[src/rtl/imm_extend_if.sv]
// Stream bundle between the decode-side producer and the execute-side consumer
// of the immediate extender.
interface imm_extend_if #(
   parameter int IN_WIDTH  = 16,
   parameter int OUT_WIDTH = 32
);
   // A beat moves on a rising edge where valid & ready are both high. A producer
   // holds valid and its payload steady until that edge and never waits on ready.
   logic                 in_valid;
   logic                 in_ready;
   logic [IN_WIDTH-1:0]  in_imm;
   logic [1:0]           in_mode;
   logic                 out_valid;
   logic                 out_ready;
   logic [OUT_WIDTH-1:0] out_data;
   logic                 out_neg;

   modport master (
      output in_valid, in_imm, in_mode, out_ready,
      input  in_ready, out_valid, out_data, out_neg
   );

   modport slave (
      input  in_valid, in_imm, in_mode, out_ready,
      output in_ready, out_valid, out_data, out_neg
   );
endinterface

[src/rtl/imm_extend_pipe.sv]
// Registered immediate extender (sign / zero / upper / branch) with a 2-entry
// skid buffer between decode and execute.
module imm_extend_pipe #(
   parameter int IN_WIDTH  = 16,
   parameter int OUT_WIDTH = 32
) (
   input  logic       clk,
   input  logic       rst,
   imm_extend_if.slave bus,
   output logic [1:0] dbg_state
);
   localparam int E = OUT_WIDTH - IN_WIDTH;

   // EMPTY: nothing held; HALF: output register only; FULL: output + skid.
   typedef enum logic [1:0] {
      ST_EMPTY = 2'd0,
      ST_HALF  = 2'd1,
      ST_FULL  = 2'd2
   } state_t;

   state_t state, state_next;

   logic                 in_ready_q;
   logic [OUT_WIDTH-1:0] or_data, sk_data;
   logic                 or_neg, sk_neg;
   logic                 accept, drain;
   logic                 or_load_in, or_load_sk, sk_load;

   logic [OUT_WIDTH-1:0] sext, zext, upper, branch, ext;
   logic                 neg;

   assign sext   = {{E{bus.in_imm[IN_WIDTH-1]}}, bus.in_imm};
   assign zext   = {{E{1'b0}}, bus.in_imm};
   assign upper  = {bus.in_imm, {E{1'b0}}};
   assign branch = {sext[OUT_WIDTH-3:0], 2'b00};
   assign neg    = bus.in_imm[IN_WIDTH-1];

   always_comb begin
      ext = sext;
      case (bus.in_mode)
         2'b00:   ext = sext;
         2'b01:   ext = zext;
         2'b10:   ext = upper;
         default: ext = branch;
      endcase
   end

   assign accept = bus.in_valid & in_ready_q;
   assign drain  = (state != ST_EMPTY) & bus.out_ready;

   always_comb begin
      state_next = state;
      or_load_in = 1'b0;
      or_load_sk = 1'b0;
      sk_load    = 1'b0;
      case (state)
         ST_EMPTY: begin
            if (accept) begin
               or_load_in = 1'b1;
               state_next = ST_HALF;
            end
         end
         ST_HALF: begin
            if (drain) begin
               if (accept) or_load_in = 1'b1;
               else        state_next = ST_EMPTY;
            end else if (accept) begin
               sk_load    = 1'b1;
               state_next = ST_FULL;
            end
         end
         ST_FULL: begin
            // Skid entry always moves forward first so ordering stays FIFO.
            if (drain) begin
               or_load_sk = 1'b1;
               if (accept) sk_load    = 1'b1;
               else        state_next = ST_HALF;
            end
         end
         default: state_next = ST_EMPTY;
      endcase
   end

   always_ff @(posedge clk or posedge rst) begin
      if (rst) begin
         state      <= ST_EMPTY;
         in_ready_q <= 1'b1;
      end else begin
         state      <= state_next;
         in_ready_q <= (state_next != ST_FULL);
      end
   end

   always_ff @(posedge clk or posedge rst) begin
      if (rst) begin
         or_data <= '0;
         or_neg  <= 1'b0;
         sk_data <= '0;
         sk_neg  <= 1'b0;
      end else begin
         if (or_load_sk) begin
            or_data <= sk_data;
            or_neg  <= sk_neg;
         end else if (or_load_in) begin
            or_data <= ext;
            or_neg  <= neg;
         end
         if (sk_load) begin
            sk_data <= ext;
            sk_neg  <= neg;
         end
      end
   end

   assign bus.in_ready  = in_ready_q;
   assign bus.out_valid = (state != ST_EMPTY);
   assign bus.out_data  = or_data;
   assign bus.out_neg   = or_neg;
   assign dbg_state     = state;
endmodule

[src/flat_wrapper.sv]
// flat-port wrapper written by rule: the top's interface ports become plain ports
module imm_extend_pipe_flat 
#(
   parameter int IN_WIDTH  = 16,
   parameter int OUT_WIDTH = 32
)
  (clk, rst, dbg_state, bus_in_valid, bus_in_imm, bus_in_mode, bus_out_ready, bus_in_ready, bus_out_valid, bus_out_data, bus_out_neg);
  imm_extend_if #(.IN_WIDTH(IN_WIDTH), .OUT_WIDTH(OUT_WIDTH)) bus_i ();
  input  logic clk;
  input  logic rst;
  output logic [1:0] dbg_state;
  input wire logic [$bits(bus_i.in_valid)-1:0] bus_in_valid;
  input wire logic [$bits(bus_i.in_imm)-1:0] bus_in_imm;
  input wire logic [$bits(bus_i.in_mode)-1:0] bus_in_mode;
  input wire logic [$bits(bus_i.out_ready)-1:0] bus_out_ready;
  output wire logic [$bits(bus_i.in_ready)-1:0] bus_in_ready;
  output wire logic [$bits(bus_i.out_valid)-1:0] bus_out_valid;
  output wire logic [$bits(bus_i.out_data)-1:0] bus_out_data;
  output wire logic [$bits(bus_i.out_neg)-1:0] bus_out_neg;
  assign bus_i.in_valid = bus_in_valid;
  assign bus_i.in_imm = bus_in_imm;
  assign bus_i.in_mode = bus_in_mode;
  assign bus_i.out_ready = bus_out_ready;
  assign bus_in_ready = bus_i.in_ready;
  assign bus_out_valid = bus_i.out_valid;
  assign bus_out_data = bus_i.out_data;
  assign bus_out_neg = bus_i.out_neg;
  imm_extend_pipe #(.IN_WIDTH(IN_WIDTH), .OUT_WIDTH(OUT_WIDTH)) u_core (.clk(clk), .rst(rst), .bus(bus_i), .dbg_state(dbg_state));
endmodule
[config.mk]
export PLATFORM = sky130hd
export DESIGN_NAME = imm_extend_pipe_flat
export DESIGN_NICKNAME = d
export VERILOG_FILES = /design/src/rtl/imm_extend_if.sv /design/src/rtl/imm_extend_pipe.sv /design/src/flat_wrapper.sv
export SDC_FILE = /design/constraint.sdc
export NUM_CORES = 1
export LEC_CHECK = 0
export ABC_CLOCK_PERIOD_IN_PS = 1980
export CAP_MARGIN = 10
export CORE_MARGIN = 1.5
export CORE_UTILIZATION = 50
export CTS_BUF_LIST = sky130_fd_sc_hd__clkbuf_8
export DETAILED_ROUTE_END_ITERATION = 6
export HOLD_SLACK_MARGIN = 0.1
export PLACE_DENSITY = 0.78
export SYNTH_ARGS = -nofsm -noshare
export SYNTH_HDL_FRONTEND = slang
export SYNTH_SLANG_ARGS = --single-unit
[constraint.sdc]
create_clock -name clk -period 1.98 [get_ports clk]
set_input_delay 0.198 -clock clk [delete_from_list [all_inputs] [get_ports clk]]
set_output_delay 0.198 -clock clk [all_outputs]
set_load 0.05 [all_outputs]
==> Yosys cells after proc, flatten, opt, wreduce, memory -nomap -nowiden <==
Index checks and enable logic that the tools add are counted.
{ "totals": {"ff_bits": 69, "latch_bits": 0, "mem_bits_rw": 0, "mem_bits_ro": 0, "in_bits": 22, "output_inout_bits": 37, "elab_cells": 36, "n_memories": 0} }
{ "classes": {"n_addsub": 0, "multipliers": 0, "n_div": 0, "n_lt_le_gt_ge": 0, "eq_ne": 5, "shifts": 0, "muxes": 19, "n_bitwise": 2, "n_reduce_logical": 4} }
{ "ops": {"columns": ["operator", "n"], "rows": [
  ["one-hot mux 32 bit (3 select lines)", 1],
  ["two-way mux 32 bit", 2],
  ["two-way mux 2 bit", 6],
  ["two-way mux 1 bit", 7],
  ["one-hot mux 2 bit (3 select lines)", 1],
  ["== test 2 x 1 -> 1 bit, second input constant", 2],
  ["== test 2 bit, second input constant", 2],
  ["zero test 2 bit", 2],
  ["one-hot mux 1 bit (2 select lines)", 2],
  ["nonzero test 2 bit", 2],
  ["bitwise AND 1 bit", 2],
  ["inequality test 2 bit, second input constant", 1]
]} }

==> Depth between registers and ports, before layout <==
Gate-level depths: netlist (run 1).
{ "logic_depth": {"word_depth": 6, "depth_mapped": 8, "mapped_depth_nobuf": 6} }

==> Worst setup path before layout (run 1) <==
No wires, ideal clock.
{ "synth_timing": {"path_kind": "register to register", "from": "reg u_core.state[0], in the netlist u_core.dbg_state[0]", "to": "reg u_core.sk_data[10]", "setup_time_ns": 0.125, "arrival_ns": 2.059, "slack_ns": -0.204, "path_stages_with_launch": 8, "path_buffers": 1, "period_less_slack_ns": 2.184, "cell_sequence": "dfrtp_1 inv_1 ha_1 nor2b_4 nand2_1 a21oi_4 buf_6 mux2_4"} }
{ "synth_between": {"elab_chain_len": 4, "elab_cells_between_ends": 7, "cone_classes": "eq/ne: 2; mux: 3; bitwise: 1; reduce/logical: 1"} }
{ "synth_rtl": {"columns": ["element", "line_no", "source"], "rows": [
  ["from (decl)", "imm_extend_pipe.sv:21", "state_t state, state_next;"],
  ["from (signal assigned)", "imm_extend_pipe.sv:89", "state <= state_next;"],
  ["nonzero test 2 bit", "imm_extend_pipe.sv:49", "assign drain = (state != ST_EMPTY) & bus.out_ready;"],
  ["bitwise AND 1 bit", "imm_extend_pipe.sv:49", null],
  ["two-way mux 1 bit", null, null],
  ["one-hot mux 1 bit (2 select lines) *", "imm_extend_pipe.sv:56", "case (state)"],
  ["to (signal assigned)", "imm_extend_pipe.sv:109", "sk_data <= ext;"],
  ["to (decl)", "imm_extend_pipe.sv:24", "logic [OUT_WIDTH-1:0] or_data, sk_data;"]
]} }
Every way passes the cells marked *; elsewhere a longest branch is shown, timed or not.
A chain may end at the register's enable or synchronous reset.

==> Final worst setup path (run 1) <==
{ "layout_timing": {"from": "reg u_core.in_ready_q, in the netlist u_core.bus.in_ready", "to": "out bus_in_ready"} }
{ "layout_lines": {"columns": ["element", "line_no", "source"], "rows": [
  ["from (decl)", "imm_extend_pipe.sv:23", "logic in_ready_q;"],
  ["from (signal assigned)", "imm_extend_pipe.sv:90", "in_ready_q <= (state_next != ST_FULL);"],
  ["to (decl)", "flat_wrapper.sv:16", "output wire logic [$bits(bus_i.in_ready)-1:0] bus_in_ready;"]
]} }
No word-level cell between the ends.

==> qor.tcl, run 1 <==
set qor(worst_ep_required_time_ns) 1.78
set qor(globalplace.congestion) 0.777
set qor(routed_length_per_placed_instance_um) 16.3
set qor(timing.slew.headroom_pct) 65.9
set qor(detailedPlacementHpwl_mm) 5.58
set qor(maxCapViolCount) 0
set qor(timing.critical_path.arrival_ns) 1.70
set qor(xor_xnor_portion_of_the_synthesized_cell_area_pct) 0
set qor(post_synth_main_area_contributors) {dfrtp_1 (47%), mux2_4 (8.3%), nand3_1 (6.0%)}
set qor(worstPathCellList) {clkdlybuf4s50_1}
set qor(route.antenna.remaining_nets) 0
set qor(intPower_uw) 4180
set qor(rows) 30
set qor(via_count_of_the_first_global_routing_pass) 2842
set qor(portion_of_total_power_attributed_to_sequential_cells_pct) 32.7
set qor(report.final.hold_viol_count) 0
set qor(synth_cell_types) 36
set qor(critPathLaunch) {u_core.bus.in_ready}
set qor(cts_hold_repair.buffers) 0
set qor(clock_power_share_pct) 14.9
set qor(synth_edf_count) 0
set qor(crit_path_max_fanout) 4
set qor(power_per_cell_area_nw_per_um2) 1620
set qor(number_of_placed_cells_counting_well_taps) 489
set qor(fillerInstances) 564
set qor(r2r-end) {u_core.sk_data[8]}
set qor(via_count) 2794
set qor(clock_sinks) 69
set qor(clock_buffer_count_from_cts) 9
set qor(switching_share_pct) 43.3
set qor(clockRootBuffer) {clkbuf_8}
set qor(drive_above_1_share_pct) 17.9
set qor(finalSetupViolCount) 0
set qor(average_instance_area_after_synthesis_sq_um) 10.4
set qor(synth_fa_ha_area_share_pct) 1.73
set qor(cts_htree_levels) 3
set qor(cts-root-to-sink-buffers) 2
set qor(grt_util_all_layers_pct) 22.9
set qor(antennaDiodeCount) 0
set qor(max_clock_freq_mhz) 528
set qor(worst_r2r_startpoint) {u_core.dbg_state[0]}
set qor(path_clk_slew_ns) 0.08
set qor(finalClockSkew_ns) 0.0103
set qor(power.net_switching_uw) 3200
set qor(clock_period_minus_worst_slack_ns) 1.89
set qor(worstSetupPathType) {reg -> out}
set qor(clock_latency_ns) 0.34
set qor(synth_compound_gate_area_share_pct) 14.0
set qor(worst_path_dominant_cell_family) {buffers and inverters}
set qor(viasPerCell) 5.54
set qor(fin_worst_hold_slack_ns) 0.263
set qor(fin_setup_tns_ns) 0
set qor(post_synthesis_instance_total) 346
set qor(combinational_family_with_the_most_area_after_synthesis) {multiplexers}
set qor(ir_worst_vdd_mv) 0.975
set qor(instances_no_fill) 504
set qor(setup_crit_end_kind) {output port}
set qor(finalCritPeriodShare_pct) 95.7
set qor(antenna_found_initial) 0
set qor(remaining_drc_errors) 0
set qor(worst_setup_path_endpoint) {bus_in_ready}
set qor(yosys.area.top_type) {dfrtp_1}
set qor(fp.dieArea_sq_um) 7750
set qor(post_synth_instance_area_sq_um) 3610
set qor(design.portCount) 59
set qor(tritoncts) {yes}
set qor(finish.net_count) 431
set qor(ys_seq_area_share_pct) 47.8
set qor(cp.depth) 1
set qor(dieHeight_um) 88.0
set qor(asyncSetResetFlopFracSynth_pct) 100
set qor(rsz_0062_raised_after_global_routing) {no}
set qor(outcome) {finished clean}
set qor(grt_pass1_wl_mm) 13.6
set qor(comb_power_share_pct) 52.4
set qor(timing.critical_path.buf_inv) 1
set qor(drt-initial-drc-count) 196
set qor(post_synthesis_share_of_cell_area_spent_on_and_or_nand_and_nor_gates_pct) 14.8
set qor(core_sq_um) 6910
set qor(area_delta_synth_final_pct) 25.9
set qor(static-leakage-power_uw) 0.00199
set qor(timing.hold.worst.class) {in -> async}
set qor(synth_top_area_share_pct) 47.1
set qor(critPathMaxStageDelay_ns) 0.80
set qor(timing.critical_path.from_type) {register}
set qor(grt_start_max_net_pins) 70
set qor(first_pass_iters) 4
set qor(post_cts_buffers) 0
set qor(ys.flop_type) {dfrtp_1}
set qor(fp.dieW_um) 88.0
set qor(postCtsResizedCells) 0
set qor(routed_wirelength_mm) 8.24
set qor(postSynthNetCount) 373
set qor(overflow) 0
set qor(postSynthRegisterBits) 69
set qor(cpMaxStageDelayCell) {clkdlybuf4s50_1}
set qor(fin_util_pct) 65.9
set qor(initial_utilization_pct) 52.3
set qor(multiplexer_share_of_the_synthesized_area_pct) 16.5
set qor(synth-warning-count) 0
set qor(worst-slew-pin-transition_ns) 0.510
set qor(worst_r2r_path_depth) 7
set qor(setup.reg_to_reg.worst_slack_ns) 0.10
set qor(report.final.slew_viol_count) 0
set qor(numPortBuffers) 58
[metal layers]
metal  GRT usage, %  wire length [um]  up-vias
li1               -                 -     1340
met1           30.7              3970     1372
met2           36.9              3830       67
met3           4.24               319       15
met4           9.09               126        0
met5              0                 0        -
[cells in the final DEF, fill, tap and decap left out, types with 2 or more instances in the layout]
cell type	netlist	routed
a22o_1	14	14
a31oi_1	5	5
and2_1	2	2
buf_12	0	6
buf_4	2	12
clkbuf_8	0	9
clkdlybuf4s50_1	0	57
clkinv_2	0	3
clkinvlp_4	0	2
dfrtp_1	68	66
dfrtp_2	0	2
ha_1	5	4
inv_1	7	7
mux2_1	3	3
mux2_2	10	10
mux2_4	20	20
mux2i_1	15	15
nand2_1	40	40
nand2b_1	3	3
nand3_1	43	43
nor2_1	20	20
nor2b_1	2	2
o21ai_0	17	17
o21ai_1	15	15
o21bai_1	15	15
[metrics by stage]
stage / worst slack (ns) / area [sq um] / power, uW
after detailed placement: 0.101 / 4370 / 6310
after CTS: 0.0792 / 4550 / 7420
after global placement: 0.152 / 4370 / 6220
after global routing: 0.0388 / 4550 / 7790
final: 0.0853 / 4550 / 7390
after floorplan: 0.00773 / 3620 / 5090
[power by group through the flow]
stage                     clock network, uW  logic (uW)  registers, uW
after floorplan                           0        1570           3520
after global placement                    0        3810           2410
after detailed placement                  0        3880           2430
after CTS                              1110        3890           2410
after global routing                   1170        4130           2490
final                                  1100        3870           2410
[sequential cells by signal (all words and copies together) (netlist names)]
signal	cells
u_core.sk_data	32
u_core.bus.in_ready	1
u_core.bus.out_neg	1
u_core.sk_neg	1
u_core.bus.out_data	32
u_core.dbg_state	2
[cell type report]
class | instances | area (sq um) | area share [%]
flip-flops and latches | 69 | 1730 | 38.0
inverters | 7 | 30.0 | 0.660
clock inverters | 6 | 56.3 | 1.24
repair buffers | 75 | 781 | 17.2
multi-input cells | 242 | 1710 | 37.5
well taps | 96 | 120 | 2.64
clock buffers | 9 | 124 | 2.72
[worst min-delay path by stage]
| stage | endpoint | slack (ns) | cells past startpoint |
|---|---|---|---|
| finish | u_core.bus.out_neg | 0.26 | 3 |
| global route | u_core.bus.out_data[17] | 0.32 | 3 |
| CTS | u_core.bus.out_data[17] | 0.31 | 3 |
| detailed placement | u_core.bus.out_data[2] | 0.47 | 2 |
| global placement | u_core.bus.out_data[2] | 0.46 | 2 |
| floorplan | u_core.bus.out_data[0] | 0.36 | 1 |
[cell families after synthesis]
| group | count (synthesis) |
|---|---|
| AND/OR/NAND/NOR | 115 |
| buffers and inverters | 35 |
| AO/OA/AOI/OAI | 74 |
| adder cells (fa/ha/maj) | 5 |
| multiplexers | 48 |
| flip-flops | 69 |
[cell usage after synthesis, types with 2 or more instances]
cell,n
nand3_1,43
mux2_2,10
a31oi_1,5
dfrtp_1,68
o21ai_1,15
buf_6,4
ha_1,5
mux2_1,3
nand2b_1,3
o21bai_1,15
buf_2,14
and2_1,2
nor2b_1,2
nor2_1,20
a22o_1,14
mux2_4,20
o21ai_0,17
mux2i_1,15
inv_1,7
nand2_1,40
buf_4,2
clkbuf_1,8
(Power assumes the default switching activity.)
==> run 2, diff against run 1 <==
CTS_CLUSTER_DIAMETER = 50   (was not set)
==> results of run 2 <==
Same layout as run 1: the final DEF is identical, and so are final timing and power.
==> run 3, diff against run 2 <==
CTS_CLUSTER_SIZE = 20   (was not set)
==> results of run 3 <==
Same layout as run 1: the final DEF is identical, and so are final timing and power.
